`config.mk`:
```
export PLATFORM = sky130hd
export DESIGN_NAME = i2c_host_if
export DESIGN_NICKNAME = d
export VERILOG_FILES = /design/src/rtl/i2c_host_if.sv
export SDC_FILE = /design/constraint.sdc
export NUM_CORES = 1
export LEC_CHECK = 0
export CORE_MARGIN = 2
export CORE_UTILIZATION = 63
export CTS_BUF_LIST = sky130_fd_sc_hd__clkbuf_8
export DETAILED_ROUTE_END_ITERATION = 10
export GPL_TIMING_DRIVEN = 0
export MAX_ROUTING_LAYER = met4
export PLACE_DENSITY = 0.86
export SYNTH_ARGS = -nofsm -noshare
export SYNTH_HDL_FRONTEND = slang
export SYNTH_SLANG_ARGS = --single-unit
```
`constraint.sdc`:
```
create_clock -name clk -period 4 [get_ports clk]
set_input_delay 0.8 -clock clk [delete_from_list [all_inputs] [get_ports clk]]
set_output_delay 0.8 -clock clk [all_outputs]
set_load 0.02 [all_outputs]
```
`src/rtl/i2c_host_if.sv`:
```
// Register-mapped host front-end for the I2C master.
// Owns TX/RX FIFOs, strobe edge detect and the start/status FSM.
module i2c_host_if #(
  parameter int DEPTH = 16,
  parameter int AW    = 4
) (
  input  logic       clk,
  input  logic       rst,
  input  logic       bus_wr,
  input  logic       bus_rd,
  input  logic [2:0] bus_addr,
  input  logic [7:0] bus_wdata,
  output logic [7:0] bus_rdata,
  output logic       i_ready,
  output logic [6:0] addr,
  output logic       rw,
  output logic [7:0] data_cnt,
  output logic [7:0] data_in,
  input  logic       i_txff_rd,
  output logic       i_txff_empty,
  input  logic [7:0] data_out,
  input  logic       i_rxff_wr,
  output logic       i_rxff_full,
  input  logic       i2c_done
);

  localparam logic [1:0] S_IDLE = 2'd0;
  localparam logic [1:0] S_REQ  = 2'd1;
  localparam logic [1:0] S_XFER = 2'd2;
  localparam logic [AW:0] FULL  = (AW+1)'(DEPTH);

  logic [1:0]    state_q, state_d;
  logic          txrd_q, rxwr_q, dn_q;
  logic          tx_rise, tx_fall, rx_rise, dn_rise;
  logic [7:0]    slv_q, cnt_q;
  logic [6:0]    addr_q;
  logic          rw_q;
  logic [7:0]    dcnt_q;
  logic [7:0]    din_q;
  logic [7:0]    rdata_q, rdata_d;
  logic          err_q, done_q, txovf_q, rxovf_q;
  logic          err_set, done_set, latch;

  logic [7:0]    txm_q [DEPTH];
  logic [AW-1:0] txw_q, txr_q;
  logic [AW:0]   txc_q;
  logic [7:0]    rxm_q [DEPTH];
  logic [AW-1:0] rxw_q, rxr_q;
  logic [AW:0]   rxc_q;

  logic tx_full, tx_empty, rx_full, rx_empty;
  logic tx_wr, tx_push, tx_pop;
  logic rx_push, rx_pop;
  logic st_rd, start, short_tx, busy;
  logic [7:0] status;

  assign tx_rise = i_txff_rd & ~txrd_q;
  assign tx_fall = ~i_txff_rd & txrd_q;
  assign rx_rise = i_rxff_wr & ~rxwr_q;
  assign dn_rise = i2c_done & ~dn_q;

  assign tx_full  = (txc_q == FULL);
  assign tx_empty = (txc_q == '0);
  assign rx_full  = (rxc_q == FULL);
  assign rx_empty = (rxc_q == '0);

  // A pop frees a slot, so a push into a full FIFO is accepted alongside it.
  assign tx_wr   = bus_wr && (bus_addr == 3'd2);
  assign tx_pop  = tx_fall && !tx_empty;
  assign tx_push = tx_wr && (!tx_full || tx_pop);
  assign rx_pop  = bus_rd && (bus_addr == 3'd3) && !rx_empty;
  assign rx_push = rx_rise && (!rx_full || rx_pop);

  assign st_rd    = bus_rd && (bus_addr == 3'd5);
  assign start    = bus_wr && (bus_addr == 3'd4) && bus_wdata[0];
  assign short_tx = !slv_q[0] && (9'(txc_q) < ({1'b0, cnt_q} + 9'd1));
  assign busy     = (state_q != S_IDLE);
  assign status   = {err_q, done_q, busy, txovf_q, rxovf_q,
                     tx_full, rx_empty, tx_empty};

  assign bus_rdata    = rdata_q;
  assign i_ready      = (state_q == S_REQ);
  assign addr         = addr_q;
  assign rw           = rw_q;
  assign data_cnt     = dcnt_q;
  assign data_in      = din_q;
  assign i_txff_empty = tx_empty;
  assign i_rxff_full  = rx_full;

  // Transfer sequencing: start check, address phase, data phase.
  always_comb begin
    state_d  = state_q;
    latch    = 1'b0;
    err_set  = 1'b0;
    done_set = 1'b0;
    case (state_q)
      S_IDLE: begin
        if (start) begin
          if (short_tx) err_set = 1'b1;
          else begin
            latch   = 1'b1;
            state_d = S_REQ;
          end
        end
      end
      S_REQ: begin
        if (start) err_set = 1'b1;
        if (dn_rise) begin
          state_d  = S_IDLE;
          done_set = 1'b1;
          err_set  = 1'b1;
        end else if (tx_rise) begin
          state_d = S_XFER;
        end
      end
      S_XFER: begin
        if (start) err_set = 1'b1;
        if (dn_rise) begin
          state_d  = S_IDLE;
          done_set = 1'b1;
        end
      end
      default: state_d = S_IDLE;
    endcase
  end

  // Host read data mux; RXDATA on an empty FIFO reads as zero.
  always_comb begin
    rdata_d = rdata_q;
    if (bus_rd) begin
      case (bus_addr)
        3'd0:    rdata_d = slv_q;
        3'd1:    rdata_d = cnt_q;
        3'd3:    rdata_d = rx_pop ? rxm_q[rxr_q] : 8'h00;
        3'd5:    rdata_d = status;
        default: rdata_d = 8'h00;
      endcase
    end
  end

  // FIFO storage, no reset needed.
  always_ff @(posedge clk) begin
    if (tx_push) txm_q[txw_q] <= bus_wdata;
    if (rx_push) rxm_q[rxw_q] <= data_out;
  end

  // Control state, pointers, counts and sticky status.
  always_ff @(posedge clk or negedge rst) begin
    if (!rst) begin
      state_q <= S_IDLE;
      txrd_q  <= 1'b0;
      rxwr_q  <= 1'b0;
      dn_q    <= 1'b0;
      slv_q   <= '0;
      cnt_q   <= '0;
      addr_q  <= '0;
      rw_q    <= 1'b0;
      dcnt_q  <= '0;
      din_q   <= '0;
      rdata_q <= '0;
      err_q   <= 1'b0;
      done_q  <= 1'b0;
      txovf_q <= 1'b0;
      rxovf_q <= 1'b0;
      txw_q   <= '0;
      txr_q   <= '0;
      txc_q   <= '0;
      rxw_q   <= '0;
      rxr_q   <= '0;
      rxc_q   <= '0;
    end else begin
      state_q <= state_d;
      txrd_q  <= i_txff_rd;
      rxwr_q  <= i_rxff_wr;
      dn_q    <= i2c_done;
      rdata_q <= rdata_d;
      if (bus_wr && bus_addr == 3'd0) slv_q <= bus_wdata;
      if (bus_wr && bus_addr == 3'd1) cnt_q <= bus_wdata;
      if (latch) begin
        addr_q <= slv_q[7:1];
        rw_q   <= slv_q[0];
        dcnt_q <= cnt_q;
      end
      if (!tx_empty) din_q <= txm_q[txr_q];
      err_q   <= err_set  | (err_q  & ~st_rd);
      done_q  <= done_set | (done_q & ~st_rd);
      txovf_q <= (tx_wr && !tx_push) | (txovf_q & ~st_rd);
      rxovf_q <= (rx_rise && !rx_push) | (rxovf_q & ~st_rd);
      if (tx_push) txw_q <= txw_q + 1'b1;
      if (tx_pop)  txr_q <= txr_q + 1'b1;
      if (tx_push && !tx_pop) txc_q <= txc_q + 1'b1;
      else if (tx_pop && !tx_push) txc_q <= txc_q - 1'b1;
      if (rx_push) rxw_q <= rxw_q + 1'b1;
      if (rx_pop)  rxr_q <= rxr_q + 1'b1;
      if (rx_push && !rx_pop) rxc_q <= rxc_q + 1'b1;
      else if (rx_pop && !rx_push) rxc_q <= rxc_q - 1'b1;
    end
  end

endmodule

```
==> results.yml <==
outcome:
  outcome: "finished clean"
timing:
  skew_ps: 15.62
  rsz0062_at_grt: "no"
  slew_viol_final: 0
  min_period_ps: 3639
  max_freq_mhz: 274.8
  post-route-period-util_pct: 90.97
  final.setup.worst_slack_ps: 361.4
  setup-tns-final_ps: 0
  setup_viol: 0
  max_slew_margin_pct: 16.53
  worst_slew_pin_slew_ps: 1242
  final_hold_viol_count: 0
synth:
  async_flop_share_pct: 24.48
  synth_area_um2: 14010
  syn_nets: 851
  ys_seq_elements: 339
  ys_seq_area_share_pct: 69.67
  synthFlopType: "edfxtp_1"
  synth.avg_cell_area_um2: 17.61
  yosysWarnings: 0
  synth.distinct_cells: 52
  synthCells: 796
  synth_edf_count: 256
drt:
  wire_per_inst_um: 22.91
  drc_errors: 0
  drt_first_iter_violations: 624
  wl_um: 28140
  ant_nets: 0
  viasPerCell: 6.106
  vias: 7498
  first_pass_iters: 5
floorplan:
  ioPinCount: 61
  dieWidth_um: 153.2
  rows: 54
  start_util_pct: 64.22
  die-area_um2: 23450
  die_y_um: 153.2
  core-area_um2: 21820
power:
  ir_drop_mv: 0.3643
  p_leak_nw: 5.648
  p_total_mw: 10.23
  cellPowerDensity_nw_per_um2: 642.5
critical_path:
  critical_path_class: "register to primary output"
  crit_path_end_kind: "primary output"
  worstPathRequired_ps: 3200
  crit_fanout: 10
  arrival_ps: 2840
  crit_path_start_kind: "register"
clock_network:
  clk_pin_slew_ps: 70
  cts_max_path_buffers: 3
  clock-sinks: 339
  cts_resized: 0
  root_buffer: "clkbuf_8"
  clk_latency_ps: 570
  cts-buffers-inserted: 51
  cts_tree: "built"
  post_cts_buffers: 0
  cts_hold_buf: 0
  cts_max_level: 2
placed_design:
  post_dp_cell_area_um2: 14960
  portBuffers: 57
  preCtsSetupSlack_ps: 58.44
  hpwl_um: 19100
  gp_congestion: 0.8266
final_layout:
  finish.instance_area_um2: 15930
  nNetsFinal: 962
  area_delta_synth_final_pct: 13.63
  drive_gt1_share_pct: 20.99
  diodes: 0
global_routing:
  grt_pass1_wl_um: 43910
  use_met3_pct: 4.139
  grt_overflow: 0
  gr-usage-met1_pct: 32.48
  grt_max_degree: 68
  grt.met2_usage_pct: 42.35
  grt_pass1_vias: 7886
  antenna_found_initial: 0
  grt_usage_pct: 25.43
  busiest_layer: "met2"
job:
  maxCapViolations: 0
min_path:
  min_path_type: "input port to async pin"
[layout make-up]
class | instances | area (um^2)
Buffer | 39 | 176.4
Multi-Input combinational cell | 390 | 3969
Timing Repair Buffer | 58 | 595.6
Tap cell | 280 | 350.3
Fill cell | 1301 | 5898
Sequential cell | 339 | 9764
Clock inverter | 40 | 221.5
Inverter | 28 | 105.1
Clock buffer | 54 | 743.2
[per-stage QoR]
step           cells  hold WS, ps  util (%)
2_1_floorplan    796        444.4         -
3_3_place_gp    1133        468.3     68.44
3_5_place_dp    1134        471.8     68.55
4_1_cts         1228        103.8     72.97
5_1_grt         1228        108.5     72.97
6_report        1228        105.5     72.97
[routing by layer]
layer	part of all wire, %	vias up
li1	-	3324
met1	39	3823
met2	52	282
met3	6.0	69
met4	2.8	0
met5	0	-
[cells by family after synthesis]
kind of cell / Yosys count / synth area share [%]
AND/OR/NAND/NOR: 139 / 5.151
flip-flops: 339 / 69.67
multiplexers: 122 / 15.32
XOR/XNOR: 24 / 1.500
adder cells (fa/ha/maj): 29 / 2.696
AO/OA/AOI/OAI: 76 / 3.652
buffers and inverters: 67 / 2.009
[cell usage in the layout, fill, tap and decap left out, types with 4 or more instances in the layout]
master           count
edfxtp_1           256
dfrtp_1             83
mux4_2              69
clkdlybuf4s50_1     56
clkbuf_8            54
inv_1               52
mux2_2              48
nand2_1             38
nor2_1              33
ha_1                27
clkbuf_1            22
xnor2_1             16
o21ai_0             14
a21oi_1             14
and2_1              13
nor2b_1             11
nand2b_1             9
o22ai_1              9
o221ai_1             9
xor2_1               8
a211oi_1             8
buf_1                7
nor3_1               6
buf_2                6
clkinv_1             6
clkinv_2             6
a22oi_1              5
nand3_1              4
nor3b_1              4
a21o_1               4
o211ai_1             4
nand4_1              4
[cell usage after synthesis, drive strengths merged (2+ instances only)]
library cell  instances  area [um^2]
edfxtp              256         7687
dfrtp                83         2077
a211oi                8        60.06
nor3                  7        40.04
nand4                 4        25.02
clkbuf               22        82.58
o22ai                 9        56.30
a21o                  4        30.03
ha                   27        337.8
nor3b                 5        42.54
a22o                  2        17.52
and3                  3        18.77
nor2b                11        68.82
a21oi                15        78.83
nor4                  3        25.02
and2                 13        81.33
inv                  28        105.1
xnor2                16        140.1
fa                    2        40.04
o21ai                15        78.83
o211ai                4        30.03
nand3                 4        20.02
nand2b                9        56.30
a22oi                 5        37.54
mux2                 50        563.0
nand3b                2        15.01
o221ai                9        78.83
xor2                  8        70.07
buf                  17        93.84
nor2                 33        123.9
mux4                 69         1554
nor4bb                2        20.02
mux2i                 3        30.03
nand2                38        142.6
nand4b                2        17.52
[worst max-delay path, stage by stage, from the launching register on]
cell	delay, ps
dfrtp_1	440
nor4_1	560
nand2b_1	160
clkbuf_1	280
inv_1	210
clkdlybuf4s50_1	630
[sequential cells by signal, summed over array words and instances, names as in the netlist, 5 cells and up]
signal     cells
addr           7
slv_q          8
txc_q          5
rxc_q          5
txm_q        128
rxm_q        128
data_in        8
data_cnt       8
cnt_q          8
bus_rdata      8
[where the power goes]
group / leakage (nW) / switching [mW] / internal, mW / total [mW]
clock network: 0.583 / 1.28 / 1.38 / 2.66
logic: 1.73 / 1.58 / 1.51 / 3.08
registers: 3.34 / 0.298 / 4.19 / 4.48
total: 5.65 / 3.16 / 7.07 / 10.2
[final timing paths]
path / cells past startpoint / from / slack, ps / end
max reg2reg: 14 / txc_q[1]$_DFFE_PN0P_ / 420 / txc_q[4]$_DFFE_PN0P_
max in group asynchronous: 2 / rst / 3280 / rxr_q[2]$_DFFE_PN0P_
max: 5 / txc_q[1]$_DFFE_PN0P_ / 360 / i_txff_empty
min: 1 / rst / 110 / data_in[3]$_DFFE_PN0N_
min reg2reg: 1 / rxc_q[4]$_DFFE_PN0P_ / 480 / rxc_q[4]$_DFFE_PN0P_
min in group clk: 1 / rxc_q[4]$_DFFE_PN0P_ / 480 / rxc_q[4]$_DFFE_PN0P_
Power figures use the tool's default switching activity.
